**src/rtl/rr_arbiter.sv**
```systemverilog
// rr_arbiter -- N-requester round-robin arbiter with registered one-hot
// grants and a per-grant hold quantum.
//
// Optional feature macro: RR_ARB_LOCK_EN (adds the i_lock port, which lets
// the current holder keep the grant past its quantum).
//
// Parameters:
//   N        number of requesters (>= 2)
//   QUANTUM  max consecutive cycles one holder keeps the grant while others
//            wait (>= 1)
//   IDW      derived, $clog2(N); width of o_grant_id
//
// Ports:
//   i_clock        rising-edge clock
//   i_reset        asynchronous active-high reset
//   i_req[N]       level-sensitive request vector, bit i = requester i
//   i_lock         holder-lock request (only with RR_ARB_LOCK_EN)
//   o_grant[N]     registered one-hot grant, or all zero
//   o_grant_valid  registered, equals |o_grant
//   o_grant_id     registered binary index of the holder, 0 when idle
module rr_arbiter #(
  parameter  int N       = 4,
  parameter  int QUANTUM = 1,
  localparam int IDW     = $clog2(N)
) (
  input  logic           i_clock,
  input  logic           i_reset,
  input  logic [N-1:0]   i_req,
`ifdef RR_ARB_LOCK_EN
  input  logic           i_lock,
`endif
  output logic [N-1:0]   o_grant,
  output logic           o_grant_valid,
  output logic [IDW-1:0] o_grant_id
);

  localparam int HW = $clog2(QUANTUM + 1);
  localparam logic [HW-1:0]  HOLD_MAX = HW'(QUANTUM - 1);
  localparam logic [IDW-1:0] LAST_ID  = IDW'(N - 1);

  // State
  logic [N-1:0]   r_grant;
  logic           r_grant_valid;
  logic [IDW-1:0] r_grant_id;
  logic [IDW-1:0] r_ptr;
  logic [HW-1:0]  r_hold_cnt;

  // Next-state
  logic [N-1:0]   w_grant_next;
  logic           w_grant_valid_next;
  logic [IDW-1:0] w_grant_id_next;
  logic [IDW-1:0] w_ptr_next;
  logic [HW-1:0]  w_hold_cnt_next;

  logic           w_holder_req;
  logic           w_others_req;
  logic           w_quantum_left;
  logic           w_lock_hold;
  logic           w_hold;
  logic [IDW-1:0] w_winner;

  // Holder still requesting, and whether anyone else is waiting.
  assign w_holder_req   = |(i_req & r_grant);
  assign w_others_req   = |(i_req & ~r_grant);
  assign w_quantum_left = (r_hold_cnt < HOLD_MAX);

`ifdef RR_ARB_LOCK_EN
  assign w_lock_hold = i_lock;
`else
  assign w_lock_hold = 1'b0;
`endif

  assign w_hold = r_grant_valid & w_holder_req &
                  (w_quantum_left | ~w_others_req | w_lock_hold);

  // Rotating-priority search: scan offsets from the far end back towards
  // ptr so the last hit (smallest offset from ptr) wins.
  always_comb begin
    w_winner = '0;
    for (int off = N - 1; off >= 0; off--) begin
      if (i_req[(int'(r_ptr) + off) % N]) begin
        w_winner = IDW'((int'(r_ptr) + off) % N);
      end
    end
  end

  always_comb begin
    w_grant_next       = r_grant;
    w_grant_valid_next = r_grant_valid;
    w_grant_id_next    = r_grant_id;
    w_ptr_next         = r_ptr;
    w_hold_cnt_next    = r_hold_cnt;
    if (w_hold) begin
      if (r_hold_cnt < HOLD_MAX) begin
        w_hold_cnt_next = r_hold_cnt + 1'b1;
      end
    end else if (|i_req) begin
      w_grant_next           = '0;
      w_grant_next[w_winner] = 1'b1;
      w_grant_valid_next     = 1'b1;
      w_grant_id_next        = w_winner;
      w_hold_cnt_next        = '0;
      // Pointer moves just past the winner, so the winner ranks last next time.
      w_ptr_next = (w_winner == LAST_ID) ? '0 : w_winner + 1'b1;
    end else begin
      w_grant_next       = '0;
      w_grant_valid_next = 1'b0;
      w_grant_id_next    = '0;
      w_hold_cnt_next    = '0;
    end
  end

  always_ff @(posedge i_clock or posedge i_reset) begin
    if (i_reset) begin
      r_grant       <= '0;
      r_grant_valid <= 1'b0;
      r_grant_id    <= '0;
      r_ptr         <= '0;
      r_hold_cnt    <= '0;
    end else begin
      r_grant       <= w_grant_next;
      r_grant_valid <= w_grant_valid_next;
      r_grant_id    <= w_grant_id_next;
      r_ptr         <= w_ptr_next;
      r_hold_cnt    <= w_hold_cnt_next;
    end
  end

  assign o_grant       = r_grant;
  assign o_grant_valid = r_grant_valid;
  assign o_grant_id    = r_grant_id;

endmodule

```
**config.mk**
```make
export PLATFORM = sky130hd
export DESIGN_NAME = rr_arbiter
export DESIGN_NICKNAME = d
export VERILOG_FILES = /design/src/rtl/rr_arbiter.sv
export SDC_FILE = /design/constraint.sdc
export NUM_CORES = 1
export LEC_CHECK = 0
export ABC_AREA = 1
export CAP_MARGIN = 20
export CORE_AREA = 2 2 39 41
export CTS_BUF_LIST = sky130_fd_sc_hd__clkbuf_8
export CTS_CLUSTER_SIZE = 20
export DETAILED_ROUTE_END_ITERATION = 8
export DIE_AREA = 0 0 41 43
export PLACE_DENSITY = 0.75
export SYNTH_ARGS = -nofsm -noshare
export SYNTH_HDL_FRONTEND = slang
export SYNTH_SLANG_ARGS = --single-unit
```
**constraint.sdc**
```tcl
create_clock -name i_clock -period 2.5 [get_ports i_clock]
set_input_delay 0.5 -clock i_clock [delete_from_list [all_inputs] [get_ports i_clock]]
set_output_delay 0.5 -clock i_clock [all_outputs]
set_load 0.005 [all_outputs]
```
== After elaboration in Yosys (flattened, before gate mapping) ==
Cells that the tools add are included.

* Output and inout bits: 7
* Register bits: 10

* Bitwise operators: 11
* Order comparisons: 7
* Reductions and logical operators: 8
* Add/subtract/negate cells: 5
* Mux-type cells: 23
* Equal/unequal tests: 2

{| class="wikitable"
|+ Operators with widths
! operator !! number
|-
| $lt A3 B4 Y1 const B || 3
|-
| $mux W2 || 6
|-
| $reduce_or A4 Y1 || 3
|-
| $mux W1 || 11
|-
| $and A4 B4 Y4 || 2
|-
| $bmux W1 S2 || 4
|-
| $lt A2 B3 Y1 const B || 2
|-
| $reduce_or A2 Y1 || 3
|-
| $add A2 B1 Y2 const B || 2
|-
| $add A2 B2 Y2 const B || 2
|-
| $mux W4 || 1
|-
| $not A4 Y4 || 1
|-
| $and A1 B1 Y1 const A || 3
|-
| $and A1 B1 Y1 || 2
|-
| $demux W1 S2 || 1
|-
| $eq A2 B2 Y1 const B || 1
|-
| $ge A2 B1 Y1 const B || 1
|-
| $ne A2 B2 Y1 const B || 1
|-
| $not A1 Y1 || 2
|-
| $reduce_and A2 Y1 || 1
|-
| $add A1 B1 Y1 const B || 1
|-
| $logic_and A1 B1 Y1 || 1
|-
| $lt A1 B1 Y1 const B || 1
|-
| $or A1 B1 Y1 || 1
|}

== Logic depth before layout (Yosys ltp) ==
Gate-level depths: netlist of the first run.

* Depth in word-level cells: 15
* Gate-level depth with buffers: 12
* Depth with buffers taken out: 12

== Worst setup path after synthesis of the first run ==
OpenSTA, ideal clock, no wires.

* Path type: input to register
* Start point: input i_req[3]
* End point: register r_ptr[1]
* Path slack: 906 ps
* Buffers on the path: 0
* Stages on the path: 11
* Data arrival time: 1463 ps
* Library setup time: 131 ps
* Cells stage by stage: inv_1 -> nand2_1 -> nand3_1 -> o21ai_1 -> inv_2 -> nand2_2 -> nand2_2 -> nand2_4 -> ha_1 -> nand2_1 -> o21ai_0

* Word-level cells in the longest chain between the ends: 9

{| class="wikitable"
|+ Ends and longest elaborated chain
! what !! line !! RTL
|-
| start, declared || 28 || <nowiki>input logic [N-1:0] i_req,</nowiki>
|-
| $bmux W1 S2 || 81 || <nowiki>if (i_req[(int'(r_ptr) + off) % N]) begin</nowiki>
|-
| $mux W1 (not written as such) (2 in series) || 81 ||
|-
| $mux W2 (4 in series) || 81 ||
|-
| $add A2 B1 Y2 / $eq A2 B2 Y1 (equally long branches) || 104 || <nowiki>w_ptr_next = (w_winner == LAST_ID) ? '0 : w_winner + 1'b1;</nowiki>
|-
| $mux W2 || 104 ||
|-
| end signal, assigned || 124 || <nowiki>r_ptr <= w_ptr_next;</nowiki>
|-
| end, declared || 45 || <nowiki>logic [IDW-1:0] r_ptr;</nowiki>
|}

Several ways; a longest one is shown, not always the timed one. The select of a mux whose other input is x is not followed.
A chain may end at the register's enable or synchronous reset.

== Worst setup path in the final report of the first run ==
* Start point: input i_req[1]
* End point: register r_ptr[1]

Same word-level chain as after synthesis.

==> metrics, run 1 <==
synth top area cells=dfrtp_1 (34%), nand2_1 (16%), nand2_2 (8.6%); Initial Util=0.476; part of the power in registers=0.249; Post-synth EDFFs=0; Reg clk slew, reported paths=0.04 ns; clk_skew=0.000549 ns; Setup TNS=0 ns; first-pass GRT wire length=2.23 mm; sequential element share of the synthesized area=0.342; syn_nets=100; grt total ovfl=0; Post-route DRC=0; Min Hold Slack=0.483 ns; final cell count without fillers=~120; H-tree depth=1; Detail Route Antenna Nets=0; core area=0.00138 mm^2; clk_lat worst skew=0.23 ns; Synth Flop Type=dfrtp_1; pwr dens=1350 mW/mm^2; Hold Path Class=reg2reg; most common cell in the netlist=nand2_1; CTS sink count=9; CP arrival=~2.1 ns; Final GP Congestion=0.742; worst relative slew slack=0.763; clk buf depth=2; Synth top area share=0.342; crit path time final=1.99 ns; I/O Pins=13; Critical Path Source Type=input port; area leader, netlist=dfrtp_1; Comb pwr share=0.604; Inserted Clock Buffers=3; Crit Path Max Fanout=5; MaxCap Viol Count=0; placed cell count=roughly 120; vias per cell=approximately 5.3; Final Instance Area=832 um^2; Yosys reg bits=9; syn_area_per_cell=7.31 um^2; nets=around 120; Die ar.=0.00176 mm^2; Lkg Pwr=0.438 nW; Clock power frac=0.147; count of final hold-check violations=0; Worst VDD drop=0.678 mV; fin crit share=0.795; RSZ-0062 raised after global routing=false; pin count of the biggest net entering global routing=12; DR vias=637; Psw=0.523 mW; CTS tree=yes; clock root cell=clkbuf_8; layout cell share with drive strength beyond 1=0.200; number of global-route vias before repair=549; cells after synthesis=90; Post-CTS Setup Bufs=0; row count=14; all-layer global routing usage=0.188; Fillers=around 140; kind of critical path=in2reg; synth cell count leaders=nand2_1 (28), dfrtp_1 (9), inv_1 (9), nand2_2 (9), nand3_1 (6); DRC violation total after the first TritonRoute iteration=15; Yosys warning total=0; measured slew at the worst slew-check pin=~0.36 ns; TritonRoute pass-1 iters=4; post-cts resize count=0; Final Slew Violations=0; Worst setup EP type=register; fraction of registers with async set/reset=1.00; # setup viols final=0; detailed-route wire length per cell=11.5 um; ant diodes=0; die width=41 um; Post-DP Area=787 um^2; status=finished, final reports clean; Int Power=about 0.60 mW; synth unique cells=20; cts hold-fix bufs=0; routed wire length=around 1.4 mm; HPWL Detailed=1.04 mm; Max stage delay cell, worst path=clkdlybuf4s50_1; Fmax achieved=slightly above 0.5 GHz; Worst Path Required=2.61 ns; Die H=43 um; Area growth syn-to-layout=26.4%; initial antenna violation count=0; CP Cell Sequence=clkdlybuf4s50_1, inv_2, o21ai_1, nand2_2, nand2_1, inv_1, nand3_1, nand2_1, inv_1, ha_1, nand2_1, o21ai_0; cell repeated most along the worst path=nand2_1; synthesized area=between 600 and 700 um^2; Net Sw Frac=0.467; # port buffers=12; max incr delay on CP=0.47 ns
## per-stage QoR
step	setup slack [ns]	util	total power, mW
global route	0.409	0.601	1.23
floorplan	0.906	-	0.774
detailed placement	0.289	0.569	0.948
finish	0.512	0.601	1.12
CTS	0.525	0.601	1.12
global placement	0.315	0.569	0.928
## layer usage
layer,vias up,track usage,part of all wire
met3,5,0.0576,0.058
met2,19,0.244,0.45
li1,313,-,-
met4,0,0.0933,0.025
met5,-,0,0
met1,300,0.275,0.46
## final cells by class
cell class                      count  area [um^2]  share of cell area
Clock buffer                        3         41.3              0.0496
Multi-Input combinational cell     67          373               0.448
Tap cell                           16         20.0              0.0241
Clock inverter                      1         3.75             0.00451
Sequential cell                     9          225               0.271
Inverter                           13         48.8              0.0586
Timing Repair Buffer               12          120               0.144
## sequential cells by signal, indices dropped and copies added, names as in the netlist
name and count:
r_ptr 2, o_grant 4, o_grant_id 2, o_grant_valid 1
## power groups by stage
stage / Clock [mW] / Sequential [mW] / Combinational (mW)
final: 0.165 / 0.279 / 0.677
after global routing: 0.177 / 0.289 / 0.763
after CTS: 0.168 / 0.276 / 0.678
after detailed placement: 0 / 0.279 / 0.669
after global placement: 0 / 0.277 / 0.650
after floorplan: 0 / 0.258 / 0.516
## critical path, delay by kind of cell
family          cells  cell delay [ns]
buf+inv             4             0.66
compound gates      2             0.28
simple gates        5             0.40
fa+ha+maj           1             0.22
## placed cells by master (no fill, tap or decap), drive strengths merged, types with 2 or more instances in the layout
cell            n
nand3           9
nor2            3
ha              4
dfrtp           9
a21boi          2
o21ai           6
nand2          38
inv            14
clkbuf          3
clkdlybuf4s50  12
## cell families (layout without fill, tap and decap cells)
kind of cell,count (synthesis),count (layout),synth area share
flops,9,9,0.342
buf+inv,14,29,0.0912
simple gates,52,52,0.390
compound gates,11,11,0.101
fa+ha+maj,4,4,0.0760
## path summary, 6_finish.rpt
path | cells past startpoint | end | start | slack, ns
setup / recovery | 12 | r_ptr[1] | i_req[1] | 0.51
hold / removal | 2 | o_grant_id[0] | o_grant_id[0] | 0.48
setup reg to reg | 12 | r_ptr[1] | r_ptr[0] | 0.58
max in group asynchronous | 2 | r_ptr[0] | i_reset | 1.71
hold reg to reg | 2 | o_grant_id[0] | o_grant_id[0] | 0.48
min in group asynchronous | 2 | o_grant[2] | i_reset | 0.53
Power figures use the tool's default switching activity.
==> run 2, diff against run 1 <==
--- a/config.mk
+++ b/config.mk
@@ -7,11 +7,10 @@
 export LEC_CHECK = 0
 export ABC_AREA = 1
 export CAP_MARGIN = 20
-export CORE_AREA = 2 2 39 41
+export CORE_UTILIZATION = 47
 export CTS_BUF_LIST = sky130_fd_sc_hd__clkbuf_8
 export CTS_CLUSTER_SIZE = 20
 export DETAILED_ROUTE_END_ITERATION = 8
-export DIE_AREA = 0 0 41 43
 export PLACE_DENSITY = 0.75
 export SYNTH_ARGS = -nofsm -noshare
 export SYNTH_HDL_FRONTEND = slang
==> constraint.sdc (replaced) <==
create_clock -name i_clock -period 1.6 [get_ports i_clock]
set_input_delay 0.32 -clock i_clock [delete_from_list [all_inputs] [get_ports i_clock]]
set_output_delay 0.32 -clock i_clock [all_outputs]
set_load 0.005 [all_outputs]
==> metrics, run 2 (synthesis results as in run 1) <==
status=finished with violations; failing checks=setup timing; Net Sw Frac=0.485; initial antenna violation count=0; max FFs per register=4; Area growth syn-to-layout=74.0%; Inserted Clock Buffers=3; Die ar.=0.00155 mm^2; MaxCap Viol Count=0; H-tree depth=1; DR vias=796; HPWL Detailed=1.18 mm; fin crit share=1.08; row count=13; most common cell after layout, fill and taps aside=nand2_1; grt total ovfl=0; CTS tree=yes; Post-DP Area=876 um^2; count of final hold-check violations=0; Min Hold Slack=about 0.35 ns; Max stage delay cell, worst path=dfrtp_2; die width=between 30 and 40 um; Initial Util=0.506; Post-route DRC=0; Die H=39.4 um; nets=around 130; ant diodes=0; placed cell count=128; DRC violation total after the first TritonRoute iteration=50; part of the power in registers=0.163; layout cell share with drive strength beyond 1=0.558; routed wire length=2.43 mm; pwr dens=2410 mW/mm^2; # port buffers=12; crit path time final=1.73 ns; max incr delay on CP=0.45 ns; Comb pwr share=0.737; Worst Path Required=1.73 ns; pre-CTS setup slack=-0.388 ns; kind of critical path=reg2reg; Final Instance Area=0.00114 mm^2; Final Slew Violations=0; Final GP Congestion=0.832; Detail Route Antenna Nets=0; clk_lat worst skew=0.25 ns; clk buf depth=2; Reg clk slew, reported paths=0.05 ns; first-pass GRT wire length=3.09 mm; detailed-route wire length per cell=18.0 um; Clock power frac=0.100; most frequent cells in the layout=nand2_1 (17), nand2_2 (12), nand2_4 (9), buf_4 (9); total power=~2.8 mW; pin count of the biggest net entering global routing=10; worst relative slew slack=0.754; fin worst setup slack=-0.130 ns; # setup viols final=5; all-layer global routing usage=0.321; Critical Path Source Type=register; I/O Pins=13; Crit Path Max Fanout=4; final cell count without fillers=135; Hold Path Class=in2async; measured slew at the worst slew-check pin=0.368 ns; TritonRoute pass-1 iters=4; Psw=1.34 mW; CTS sink count=9; vias per cell=5.90; Fmax achieved=roughly 0.58 GHz; Lkg Pwr=0.565 nW; number of global-route vias before repair=about 700; RSZ-0062 raised after global routing=true; CP arrival=between 1.5 and 2 ns; Int Power=1.42 mW; Worst setup EP type=register; core area=0.00130 mm^2; FF-to-FF path depth=11; CP Cell Sequence=buf_6, o21ai_4, nand2_4, nand2_2, inv_2, nand3_2, nand2_2, buf_6, ha_1, nand2_1, nand2_1; clk_skew=0.00529 ns; clock root cell=clkbuf_8; Worst VDD drop=1.51 mV
[run 2: layout make-up]
class	count	area, um^2
Clock buffer	3	41.3
Multi-Input combinational cell	67	549
Fill cell	60	156
Tap cell	15	18.8
Clock inverter	1	3.75
Timing Repair Buffer	27	250
Sequential cell	9	228
Inverter	13	53.8
[run 2: routing by layer]
layer,vias to the layer above,part of all wire,global-route usage
met5,-,0,0
met4,0,0.049,0.250
met3,18,0.059,0.119
met2,48,0.48,0.504
met1,387,0.41,0.339
li1,343,-,-
[run 2: timing repair]
item	4_1_cts	5_1_grt
setup endpoints to repair	5	6
buffers inserted	3	1
pin swaps	16	13
hold buffers	0	0
resized for setup	40	18
[run 2: power groups by stage]
| stage | sequential, mW | combinational, mW | clock [mW] |
|---|---|---|---|
| 2_1_floorplan | 0.403 | 0.806 | 0 |
| 3_3_place_gp | 0.417 | 1.23 | 0 |
| 3_5_place_dp | 0.419 | 1.24 | 0 |
| 4_1_cts | 0.432 | 1.64 | 0.280 |
| 5_1_grt | 0.460 | 2.19 | 0.285 |
| 6_report | 0.450 | 2.04 | 0.275 |
[run 2: final timing paths]
check	start	end	slack, ns
min in group i_clock	o_grant_id[1]	o_grant_id[1]	0.49
max in group asynchronous	i_reset	r_ptr[1]	0.96
worst min-delay path	i_reset	o_grant_valid	0.35
worst max register to register	r_ptr[0]	o_grant[1]	-0.13
worst max-delay path	r_ptr[0]	o_grant[1]	-0.13
worst min register to register	o_grant_id[1]	o_grant_id[1]	0.49
[run 2: through the flow]
stage,utilization,TNS [ns]
final,0.880,-0.293
after detailed placement,0.673,-2.16
after floorplan,-,0
after global placement,0.673,-1.89
after global routing,0.880,-0.653
after CTS,0.822,-0.00546
[run 2: critical path, delay by kind of cell (launching register included)]
kind	cells	cell delay, ns
AO/OA/AOI/OAI	1	0.20
adder cells (fa/ha/maj)	1	0.17
buffers and inverters	3	0.32
flip-flops	1	0.45
AND/OR/NAND/NOR	6	0.46
